**src/rtl/disp_pkg.sv**
```systemverilog
// Shared types and constants for the display page scheduler.
package disp_pkg;

   localparam int PAGE_W    = 3;
   localparam int NUM_PAGES = 8;
   localparam int NUM_SRC   = 4;
   localparam int SRC_W     = 32;
   localparam int DISP_W    = 16;

   typedef logic [PAGE_W-1:0] page_t;

   typedef enum logic [1:0] {
      SHOW,
      SEEK,
      EMPTY
   } state_e;

   localparam logic [DISP_W-1:0] BLANK_DATA = 16'h0000;
   localparam page_t DIR_FWD   = 3'd1;
   localparam page_t DIR_BWD   = 3'd7;  // -1 in page arithmetic
   localparam page_t LAST_STEP = PAGE_W'(NUM_PAGES - 1);

   // Page p shows source p>>1; even pages take the upper half-word, which sits
   // in 16-bit slot {p[2:1], 1}, odd pages the lower one in slot {p[2:1], 0}.
   function automatic logic [DISP_W-1:0] page_word(
      input logic [NUM_SRC*SRC_W-1:0] data,
      input page_t                    p
   );
      return data[{p[2:1], ~p[0], 4'b0000} +: DISP_W];
   endfunction

endpackage

```
**src/rtl/btn_debounce.sv**
```systemverilog
// Two-flop synchronizer plus stability counter for one raw switch or button.
// EDGE_OUT selects whether out_o is the accepted level or its rising-edge pulse.
module btn_debounce #(
   parameter int DEBOUNCE_CYC = 1000000,
   parameter bit EDGE_OUT     = 1'b1
) (
   input  logic clk,
   input  logic clr_n,
   input  logic raw_i,
   output logic out_o
);

   localparam int CNT_W = (DEBOUNCE_CYC > 1) ? $clog2(DEBOUNCE_CYC) : 1;
   localparam logic [CNT_W-1:0] CNT_LAST = CNT_W'(DEBOUNCE_CYC - 1);

   logic             sync1_q;
   logic             sync2_q;
   logic             level_q;
   logic             rise_q;
   logic [CNT_W-1:0] cnt_q;

   // NOTE: non-blocking assignments let every flop sample the pre-edge value,
   // which is what makes sync1_q -> sync2_q a real two-stage synchronizer.
   always_ff @(posedge clk or negedge clr_n) begin
      if (!clr_n) begin
         sync1_q <= 1'b0;
         sync2_q <= 1'b0;
         level_q <= 1'b0;
         rise_q  <= 1'b0;
         cnt_q   <= '0;
      end else begin
         sync1_q <= raw_i;
         sync2_q <= sync1_q;
         rise_q  <= 1'b0;
         if (sync2_q == level_q) begin
            cnt_q <= '0;
         end else if (cnt_q == CNT_LAST) begin
            level_q <= sync2_q;
            rise_q  <= sync2_q;
            cnt_q   <= '0;
         end else begin
            cnt_q <= cnt_q + 1'b1;
         end
      end
   end

   assign out_o = EDGE_OUT ? rise_q : level_q;

endmodule

```
**src/rtl/disp_page_sched.sv**
```systemverilog
// Chooses which 16-bit page of the CPU debug sources the 7-seg display shows,
// stepping on debounced buttons or an auto-scroll timer and skipping invalid sources.
module disp_page_sched
   import disp_pkg::*;
#(
   parameter int DEBOUNCE_CYC = 1000000,
   parameter int DWELL_CYC    = 100000000
) (
   input  logic                     clk,
   input  logic                     clr_n,
   input  logic                     btn_next,
   input  logic                     btn_prev,
   input  logic                     auto_en,
   input  logic [NUM_SRC*SRC_W-1:0] src_data,
   input  logic [NUM_SRC-1:0]       src_valid,
   output logic [DISP_W-1:0]        disp_data,
   output logic [PAGE_W-1:0]        page,
   output logic                     page_strobe,
   output logic                     empty
);

   localparam int DW_W = (DWELL_CYC > 1) ? $clog2(DWELL_CYC) : 1;
   localparam logic [DW_W-1:0] DWELL_LAST = DW_W'(DWELL_CYC - 1);

   logic              next_evt;
   logic              prev_evt;
   logic              auto_lvl;

   state_e            state_q;
   page_t             page_q;
   page_t             dir_q;
   page_t             start_q;
   page_t             step_q;
   logic [DW_W-1:0]   dwell_q;
   logic [DISP_W-1:0] disp_q;
   logic              strobe_q;
   logic              empty_q;

   page_t             cand;
   logic              dwell_last;
   logic              seek_go;
   page_t             seek_dir;

   btn_debounce #(.DEBOUNCE_CYC(DEBOUNCE_CYC), .EDGE_OUT(1'b1)) u_next (
      .clk   (clk),
      .clr_n (clr_n),
      .raw_i (btn_next),
      .out_o (next_evt)
   );

   btn_debounce #(.DEBOUNCE_CYC(DEBOUNCE_CYC), .EDGE_OUT(1'b1)) u_prev (
      .clk   (clk),
      .clr_n (clr_n),
      .raw_i (btn_prev),
      .out_o (prev_evt)
   );

   btn_debounce #(.DEBOUNCE_CYC(DEBOUNCE_CYC), .EDGE_OUT(1'b0)) u_auto (
      .clk   (clk),
      .clr_n (clr_n),
      .raw_i (auto_en),
      .out_o (auto_lvl)
   );

   assign cand       = page_q + dir_q;
   assign dwell_last = (dwell_q == DWELL_LAST);

   // NOTE: every output of an always_comb gets a default first, so no path
   // through the case can leave it unassigned and infer a latch.
   always_comb begin
      seek_go  = 1'b0;
      seek_dir = DIR_FWD;
      unique case (state_q)
         SHOW: begin
            if (!src_valid[page_q[2:1]]) begin
               seek_go = 1'b1;
            end else if (next_evt ^ prev_evt) begin
               seek_go  = 1'b1;
               seek_dir = next_evt ? DIR_FWD : DIR_BWD;
            end else if (!next_evt && auto_lvl && dwell_last) begin
               seek_go = 1'b1;
            end
         end
         EMPTY:   seek_go = |src_valid;
         default: seek_go = 1'b0;
      endcase
   end

   always_ff @(posedge clk or negedge clr_n) begin
      if (!clr_n) begin
         state_q  <= SHOW;
         page_q   <= '0;
         dir_q    <= DIR_FWD;
         start_q  <= '0;
         step_q   <= '0;
         dwell_q  <= '0;
         disp_q   <= BLANK_DATA;
         strobe_q <= 1'b0;
         empty_q  <= 1'b0;
      end else begin
         strobe_q <= 1'b0;
         disp_q   <= (state_q == EMPTY) ? BLANK_DATA : page_word(src_data, page_q);
         unique case (state_q)
            SHOW, EMPTY: begin
               if (seek_go) begin
                  state_q <= SEEK;
                  dir_q   <= seek_dir;
                  start_q <= page_q;
                  step_q  <= '0;
                  dwell_q <= '0;
                  empty_q <= 1'b0;
               end else if (state_q == SHOW) begin
                  dwell_q <= (!auto_lvl || dwell_last) ? '0 : dwell_q + 1'b1;
               end
            end
            SEEK: begin
               page_q <= cand;
               if (src_valid[cand[2:1]]) begin
                  state_q  <= SHOW;
                  dwell_q  <= '0;
                  // A full lap back to the start page is not a page change.
                  strobe_q <= (cand != start_q);
               end else if (step_q == LAST_STEP) begin
                  state_q <= EMPTY;
                  page_q  <= start_q;
                  empty_q <= 1'b1;
               end else begin
                  step_q <= step_q + 1'b1;
               end
            end
            default: state_q <= SHOW;
         endcase
      end
   end

   assign disp_data   = disp_q;
   assign page        = page_q;
   assign page_strobe = strobe_q;
   assign empty       = empty_q;

endmodule

```
**config.mk**
```make
export PLATFORM = sky130hd
export DESIGN_NAME = disp_page_sched
export DESIGN_NICKNAME = d
export VERILOG_FILES = /design/src/rtl/disp_pkg.sv /design/src/rtl/btn_debounce.sv /design/src/rtl/disp_page_sched.sv
export SDC_FILE = /design/constraint.sdc
export NUM_CORES = 1
export LEC_CHECK = 0
export CORE_MARGIN = 3
export CORE_UTILIZATION = 46
export DETAILED_ROUTE_END_ITERATION = 12
export PLACE_DENSITY = 0.77
export REMOVE_ABC_BUFFERS = 1
export SLEW_MARGIN = 20
export SYNTH_ARGS = -nofsm -noshare
export SYNTH_HDL_FRONTEND = slang
export SYNTH_SLANG_ARGS = --single-unit
```
**constraint.sdc**
```tcl
create_clock -name clk -period 2.25 [get_ports clk]
set_input_delay 0.225 -clock clk [delete_from_list [all_inputs] [get_ports clk]]
set_output_delay 0.225 -clock clk [all_outputs]
set_load 0.02 [all_outputs]
```
==> results by group, run 1 <==
STA
  – Setup violations, final: 34
  – Min setup slack post-route: -0.2077 ns
  – Period utilization: 1.092
  – Worst slew margin: 0.5722
  – Clk_skew: 0.006029 ns
  – Fin Setup TNS: -3.494 ns
  – Max-slew violation count: 0
  – Peak Freq: 406.9 MHz
  – Final hold violation count: 0
  – RSZ-0062 raised after global routing: yes
  – Measured slew at the worst slew-check pin: 0.6417 ns
  – Final Critical Period: 2.458 ns

Power and ir drop
  – Combinational cell fraction of total power: 0.406
  – Total internal power: 6.335 mW
  – PD cells: 943.6 nW/um^2
  – Psw: 2.847 mW
  – Clk pwr share: 0.299
  – Leak: 3.912 nW
  – Sequential share of power: 0.295
  – VDD IR max: 0.9025 mV
  – Sw frac: 0.3100

Setup path
  – Buffers plus inverters on the worst setup path: 2
  – Reg-to-reg setup timing slack: -0.21 ns
  – CP delay by family, top: multiplexers
  – Crit end category: flop
  – Max stage delay cell, worst path: mux4_2
  – Worst EP required: 2.55 ns
  – Critical path class: reg2reg
  – Worst path cell trace: fa_2 -> mux4_2 -> buf_12 -> o211ai_1 -> buf_4 -> xor2_1 -> nor2_1
  – CP peak stage delay: 0.61 ns
  – Arrival time worst endpoint: 2.76 ns
  – Startpoint types: flop
  – CP Max Fanout: 7

Synth
  – Cells after Synth: 662
  – Yosys cell types: 58
  – Prevailing post-synth register cell: dfrtp_1
  – Post-synth EDFFs: 0
  – Fraction of registers with async set/reset: 1.000
  – Synthesized area: 7073 sq um
  – YS warnings: 0
  – Flop and latch count out of synthesis: 128
  – Mean Syn Cell Area: 10.68 sq um
  – Seq/Total Area, Yosys: 0.4529

Final layout
  – Layout cells sized above 1: 0.1482
  – Fillers: 1087
  – Reg area: 3204 sq um
  – Synthesis-to-finish area growth: 37.57%
  – Fin nets: 990
  – Final Non-Filler Cells: 1044
  – Footprint of the multi-input gates: 3706 sq um
  – Fin util: 0.6571

Placed design
  – PortBufs: 157
  – Hpwl dp: 14010 um
  – DP Worst Slack: -0.2352 ns
  – Gp weighted congestion: 0.8479
  – Inst Count DP: 1004

Global routing
  – Vias in the first global route: 6280
  – Total GRT Usage: 0.2319
  – Global route overflow: 0
  – Global-route wire length before repair: 30500 um
  – Number of antenna violations at the first check in global routing: 1
  – Largest net degree at the start of global routing: 50

Floorplanning
  – I/O pin cnt: 158
  – Die Y-Extent: 130 um
  – Die width: 130 um
  – Die Area: 16900 sq um
  – Row cnt: 44
  – Core Box Area: 14810 sq um
  – Starting Density: 0.4776

CTS
  – CTS tree: built
  – Clock latency on the worst-skew pair: 0.42 ns
  – Clk sinks: 128
  – Buffer depth of the longest clock path: 2
  – H-tree Lvls: 4
  – Clock Root Buffer: clkbuf_16
  – Clk slew on worst S/H paths: 0.05 ns
  – Total CTS buffers: 17

Route
  – Vias: 5976
  – Pre-Repair DR Iteration Count: 8
  – Antenna Violating Nets Remaining: 0
  – Initial drt markers: 394
  – DR DRC count: 0
  – Vias/cell: 5.724
  – Post-Route WL: 18620 um
  – DR WL/cell: 17.84 um

Outcome
  – Failing checks: setup timing
  – Status: complete, but fails checks

Hold path
  – Hold Path Class: in2reg

Run
  – Max cap viols: 0
## metal layers
layer  share of wire  track usage
met1            0.37       0.2592
met2            0.53       0.4076
met3           0.068      0.06836
met4           0.033       0.1082
met5               0            0
## cells in the final DEF, fill, tap and decap left out, drive strengths merged, types with 5 or more instances in the layout
master / instances
clkdlybuf4s50: 156
dfrtp: 128
nor2: 99
xnor2: 39
nand2: 38
nand3: 36
buf: 36
mux4: 34
xor2: 27
nand4: 20
clkbuf: 20
inv: 19
and3: 17
mux2i: 17
nor4: 16
nor3: 14
and4: 11
o21ai: 11
o211ai: 10
a31oi: 10
a21oi: 9
mux2: 8
or3: 7
ha: 7
nand3b: 6
and2: 6
clkinv: 6
or2: 5
## Yosys cell counts, types with 9 or more instances
cell type	number	area (sq um)
dfrtp_1	128	3203
xor2_1	27	236.5
nor3_1	13	65.06
clkbuf_1	14	52.55
mux2i_1	17	170.2
nand2_1	38	142.6
mux4_2	34	765.7
nor4_1	15	93.84
a31oi_1	9	56.30
a21oi_1	9	45.04
inv_1	19	71.32
nand4_1	20	125.1
nor2_1	99	371.6
o21ai_0	9	45.04
nand3_1	36	180.2
o211ai_1	10	75.07
and3_1	17	106.4
and4_1	11	96.34
buf_2	11	55.05
xnor2_1	39	341.6
## area by class of cell
class                           count  area share
Multi-Input combinational cell    486      0.3809
Sequential cell                   128      0.3293
Timing Repair Buffer              193      0.1969
Clock buffer                       20     0.04693
Tap cell                          184     0.02366
Clock inverter                     11     0.01427
Inverter                           19    0.007329
Antenna cell                        3   0.0007715
## power by group through the flow
stage	registers, mW	clock network (mW)	logic (mW)
floorplan	3.23	0	1.61
global placement	2.73	0	3.41
detailed placement	2.74	0	3.52
CTS	2.71	2.78	3.65
global route	2.73	2.88	4.02
finish	2.71	2.75	3.73
## final timing paths
kind                       cells past startpoint                       end                      from
max reg2reg                                    7   dwell_q[13]$_DFFE_PN0P_       page[0]$_DFFE_PN0P_
min                                            1  u_prev.sync1_q$_DFF_PN0_                  btn_prev
max                                            7   dwell_q[13]$_DFFE_PN0P_       page[0]$_DFFE_PN0P_
min in group asynchronous                      2    disp_data[8]$_DFF_PN0_                     clr_n
max in group asynchronous                      3   dwell_q[13]$_DFFE_PN0P_                     clr_n
min reg2reg                                    0  u_prev.sync2_q$_DFF_PN0_  u_prev.sync1_q$_DFF_PN0_
## per-stage QoR
stage / power (mW) / cell area [sq um] / hold WS [ns]
2_1_floorplan: 4.838 / 6943 / -0.07059
3_3_place_gp: 6.144 / 9019 / 0.2783
3_5_place_dp: 6.257 / 9019 / 0.2860
4_1_cts: 9.136 / 9663 / 0.2389
5_1_grt: 9.628 / 9726 / 0.2503
6_report: 9.182 / 9731 / 0.2546
## cell families (layout without fill, tap and decap cells)
logic type | after synthesis | after routing | share of synthesized area
buffers and inverters | 48 | 243 | 0.02848
multiplexers | 59 | 59 | 0.1456
AND/OR/NAND/NOR | 290 | 290 | 0.2091
XOR/XNOR | 67 | 67 | 0.08491
other | 0 | 3 | 0
flip-flops | 128 | 128 | 0.4529
adder cells (fa/ha/maj) | 8 | 8 | 0.01521
AO/OA/AOI/OAI | 62 | 62 | 0.06386
## registers in the layout, indices dropped and copies added (netlist names), 2 cells and up
signal        cells
dwell_q          27
disp_data        16
step_q            3
u_prev.cnt_q     20
start_q           3
page              3
u_auto.cnt_q     20
state_q           2
u_next.cnt_q     20
## what timing repair did
item                                    CTS  global route
hold buffers                              1             0
hold endpoints to repair                 46             0
gates cloned                              0             0
pin swaps                                 7             7
resized for setup                         9            10
setup buffers                             2             3
endpoints found under the setup margin   37            60
## worst reg2reg max path: cells and delay by family (launching register included)
family,cells,cell delay [ns]
flops,1,0.42
simple gates,1,0.05
xor+xnor,1,0.17
buf+inv,2,0.34
mux,1,0.61
fa+ha+maj,1,0.60
compound gates,1,0.16
No activity file was read; power rests on OpenSTA's default activity.
==> run 2, diff against run 1 <==
--- a/config.mk
+++ b/config.mk
@@ -6,9 +6,10 @@
 export NUM_CORES = 1
 export LEC_CHECK = 0
 export CORE_MARGIN = 3
-export CORE_UTILIZATION = 46
+export CORE_UTILIZATION = 51
 export DETAILED_ROUTE_END_ITERATION = 12
-export PLACE_DENSITY = 0.77
+export GPL_TIMING_DRIVEN = 0
+export PLACE_DENSITY = 0.81
 export REMOVE_ABC_BUFFERS = 1
 export SLEW_MARGIN = 20
 export SYNTH_ARGS = -nofsm -noshare
==> constraint.sdc (replaced) <==
create_clock -name clk -period 2.3 [get_ports clk]
set_input_delay 0.23 -clock clk [delete_from_list [all_inputs] [get_ports clk]]
set_output_delay 0.23 -clock clk [all_outputs]
set_load 0.02 [all_outputs]
==> run 2 against run 1 <==
  * The run still ends with setup timing left
  * Die area fell by 9.4%
  * Critical path depth did not move
  * Sequential share of layout area rose by 0.43 points
  * Register-to-register slack got worse by 0.04 ns
  * Setup slack got worse by 0.040 ns
  * Fmax fell by 3.5%
  * Global-route usage rose by 3.3 points
  * Routed wire length rose by 4.5%
  * Utilization rose by 6.2 points
  * Design area fell by 0.99%
  * Power fell by 3.1%
  * Sequential power barely moved
  * Largest cell class unchanged
==> results by group, run 2 (synthesis gave the netlist of run 1 again) <==
CTS
  – Clock Root Buffer: clkbuf_16 (unchanged)
  – Clk sinks: 128 (unchanged)
  – Clock latency on the worst-skew pair: 0.42 ns (about the same)
  – Buffer depth of the longest clock path: 2 (unchanged)
  – Total CTS buffers: 17 (unchanged)
  – H-tree Lvls: 4 (unchanged)
  – Clk slew on worst S/H paths: 0.06 ns (was 0.05 ns)
  – CTS tree: built (unchanged)

Final layout
  – Most frequent cells in the layout: 156 x clkdlybuf4s50_1, 125 x dfrtp_1, 99 x nor2_1 (was 156 x clkdlybuf4s50_1, 127 x dfrtp_1, 99 x nor2_1)
  – Fin nets: 972 (was 990)
  – Final Non-Filler Cells: 1017 (was 1044)
  – Synthesis-to-finish area growth: 36.21% (was 37.57%)
  – Most common cell after layout, fill and taps aside: clkdlybuf4s50_1 (unchanged)
  – Fin util: 0.7190 (was 0.6571)
  – Reg with most FFs: dwell_q (unchanged)
  – Layout cells sized above 1: 0.1440 (was 0.1482)
  – Max reg flops: 27 (unchanged)

Power and ir drop
  – VDD IR max: 0.7967 mV (was 0.9025 mV)
  – PD cells: 923.8 nW/um^2 (was 943.6 nW/um^2)
  – Total power draw: 8.900 mW (was 9.182 mW)
  – Leak: 3.818 nW (was 3.912 nW)

Floorplanning
  – Starting Density: 0.5278 (was 0.4776)
  – Row cnt: 42 (was 44)
  – Die Area: 15320 sq um (was 16900 sq um)
  – I/O pin cnt: 158 (unchanged)
  – Core Box Area: 13400 sq um (was 14810 sq um)
  – Die Y-Extent: 123.8 um (was 130 um)
  – Die width: 123.8 um (was 130 um)

Global routing
  – Global-route wire length before repair: 31030 um (was 30500 um)
  – Total GRT Usage: 0.2644 (was 0.2319)
  – Vias in the first global route: 6177 (was 6280)
  – Global route overflow: 0 (unchanged)
  – Largest net degree at the start of global routing: 76 (was 50)
  – Number of antenna violations at the first check in global routing: 1 (unchanged)

Route
  – Antenna Violating Nets Remaining: 0 (unchanged)
  – Vias: 6087 (was 5976)
  – DR WL/cell: 19.14 um (was 17.84 um)
  – Initial drt markers: 507 (was 394)
  – Post-Route WL: 19460 um (was 18620 um)
  – DR DRC count: 0 (unchanged)
  – Pre-Repair DR Iteration Count: 5 (was 8)
  – Vias/cell: 5.985 (was 5.724)

Hold path
  – Hold path cells: 1 (unchanged)
  – Hold worst-path end: u_next.sync1_q$_DFF_PN0_ (was u_prev.sync1_q$_DFF_PN0_)
  – Hold Path Class: in2reg (unchanged)
  – Worst Hold Launch: btn_next (was btn_prev)

STA
  – Measured slew at the worst slew-check pin: 0.7991 ns (was 0.6417 ns)
  – Worst slew margin: 0.4623 (was 0.5722)
  – Max-slew violation count: 0 (unchanged)
  – Peak Freq: 392.5 MHz (was 406.9 MHz)
  – Period utilization: 1.108 (was 1.092)
  – Fin Setup TNS: -5.829 ns (was -3.494 ns)
  – Final Critical Period: 2.548 ns (was 2.458 ns)
  – Min setup slack post-route: -0.2477 ns (was -0.2077 ns)
  – RSZ-0062 raised after global routing: yes (unchanged)
  – Final hold violation count: 0 (unchanged)
  – Clk_skew: 0.007002 ns (was 0.006029 ns)
  – Setup violations, final: 36 (was 34)

Setup path
  – Critical path class: reg2reg (unchanged)
  – Worst Reg2Reg Path Length in Cells: 7 (unchanged)
  – CP Max Fanout: 10 (was 7)
  – Arrival time worst endpoint: 2.83 ns (was 2.76 ns)
  – Worst flop-to-flop path endpoint: dwell_q[8]$_DFFE_PN0P_ (was dwell_q[13]$_DFFE_PN0P_)
  – Crit end category: flop (unchanged)
  – Reg-to-reg setup timing slack: -0.25 ns (was -0.21 ns)
  – Reg-to-reg critical path startpoint: page[0]$_DFFE_PN0P_ (unchanged)
  – Startpoint types: flop (unchanged)
  – Worst EP required: 2.58 ns (was 2.55 ns)

Placed design
  – PortBufs: 157 (unchanged)
  – Gp weighted congestion: 0.8010 (was 0.8479)
  – Hpwl dp: 13220 um (was 14010 um)
  – Inst Count DP: 968 (was 1004)

Outcome
  – Failing checks: setup timing (unchanged)
  – Status: complete, but fails checks (unchanged)

Run
  – Max cap viols: 0 (unchanged)
run 2: cell types whose count changed in the layout (fill, tap and decap cells not counted), moves of 3 or more:
cell	change
a31oi_4	+3
buf_12	-4
buf_4	-20
buf_6	+3
dfrtp_4	+3
o21ai_0	-3
run 2: cell type report:
class	count	area [sq um]
multi-input combinational	486	3780
fill	897	3766
sequential	128	3214
timing repair buffer	175	1777
clock buffer	22	484.2
tap	176	220.2
clock inverter	10	85.08
inverter	19	71.32
antenna	1	2.502
run 2: power breakdown:
part           internal [mW]  leakage [nW]  total (mW)  switching, mW
sequential              2.53          1.71        2.74          0.213
combinational           1.85          1.83        3.59           1.75
clock                   1.59         0.274        2.56          0.975
run 2: worst max path at each step:
stage                                   start                       to
after floorplan           page[0]$_DFFE_PN0P_   dwell_q[5]$_DFFE_PN0P_
after global placement                  clr_n   disp_data[0]$_DFF_PN0_
after detailed placement  page[2]$_DFFE_PN0P_   dwell_q[5]$_DFFE_PN0P_
after CTS                 page[0]$_DFFE_PN0P_   dwell_q[8]$_DFFE_PN0P_
after global routing      page[0]$_DFFE_PN0P_  dwell_q[16]$_DFFE_PN0P_
final                     page[0]$_DFFE_PN0P_   dwell_q[8]$_DFFE_PN0P_
run 2: per-stage QoR:
step / hold WS (ns) / cell area, sq um / worst slack [ns]
floorplan: -0.06559 / 6943 / -1.543
CTS: 0.2433 / 9573 / -0.2252
finish: 0.2518 / 9634 / -0.2477
global route: 0.2427 / 9634 / -0.3353
detailed placement: 0.2257 / 8788 / -1.245
global placement: 0.3317 / 8735 / -3.774
run 2: critical path, cell delays in order (launching register included):
cell,delay [ns]
dfrtp_4,0.49
fa_2,0.60
mux4_2,0.65
o21ai_4,0.23
buf_8,0.17
buf_4,0.12
or3_1,0.09
a21oi_1,0.06
run 2: what timing repair did:
item,4_1_cts,5_1_grt
buffers inserted,15,0
endpoints found under the setup margin,43,58
pin swaps,8,7
hold buffers,1,0
endpoints found under the hold margin,53,0
gates resized for setup,25,10
run 2: per-layer routing:
layer	routed length, um	track usage
met2	10670	0.4745
met5	0	0
met3	1270	0.07811
met1	7107	0.3023
met4	410	0.08443
==> run 3, diff against run 2 <==
--- a/config.mk
+++ b/config.mk
@@ -7,6 +7,7 @@
 export LEC_CHECK = 0
 export CORE_MARGIN = 3
 export CORE_UTILIZATION = 51
+export CTS_CLUSTER_DIAMETER = 150
 export DETAILED_ROUTE_END_ITERATION = 12
 export GPL_TIMING_DRIVEN = 0
 export PLACE_DENSITY = 0.81
==> results of run 3 <==
Final layout, timing and power as in run 2 (identical DEF).
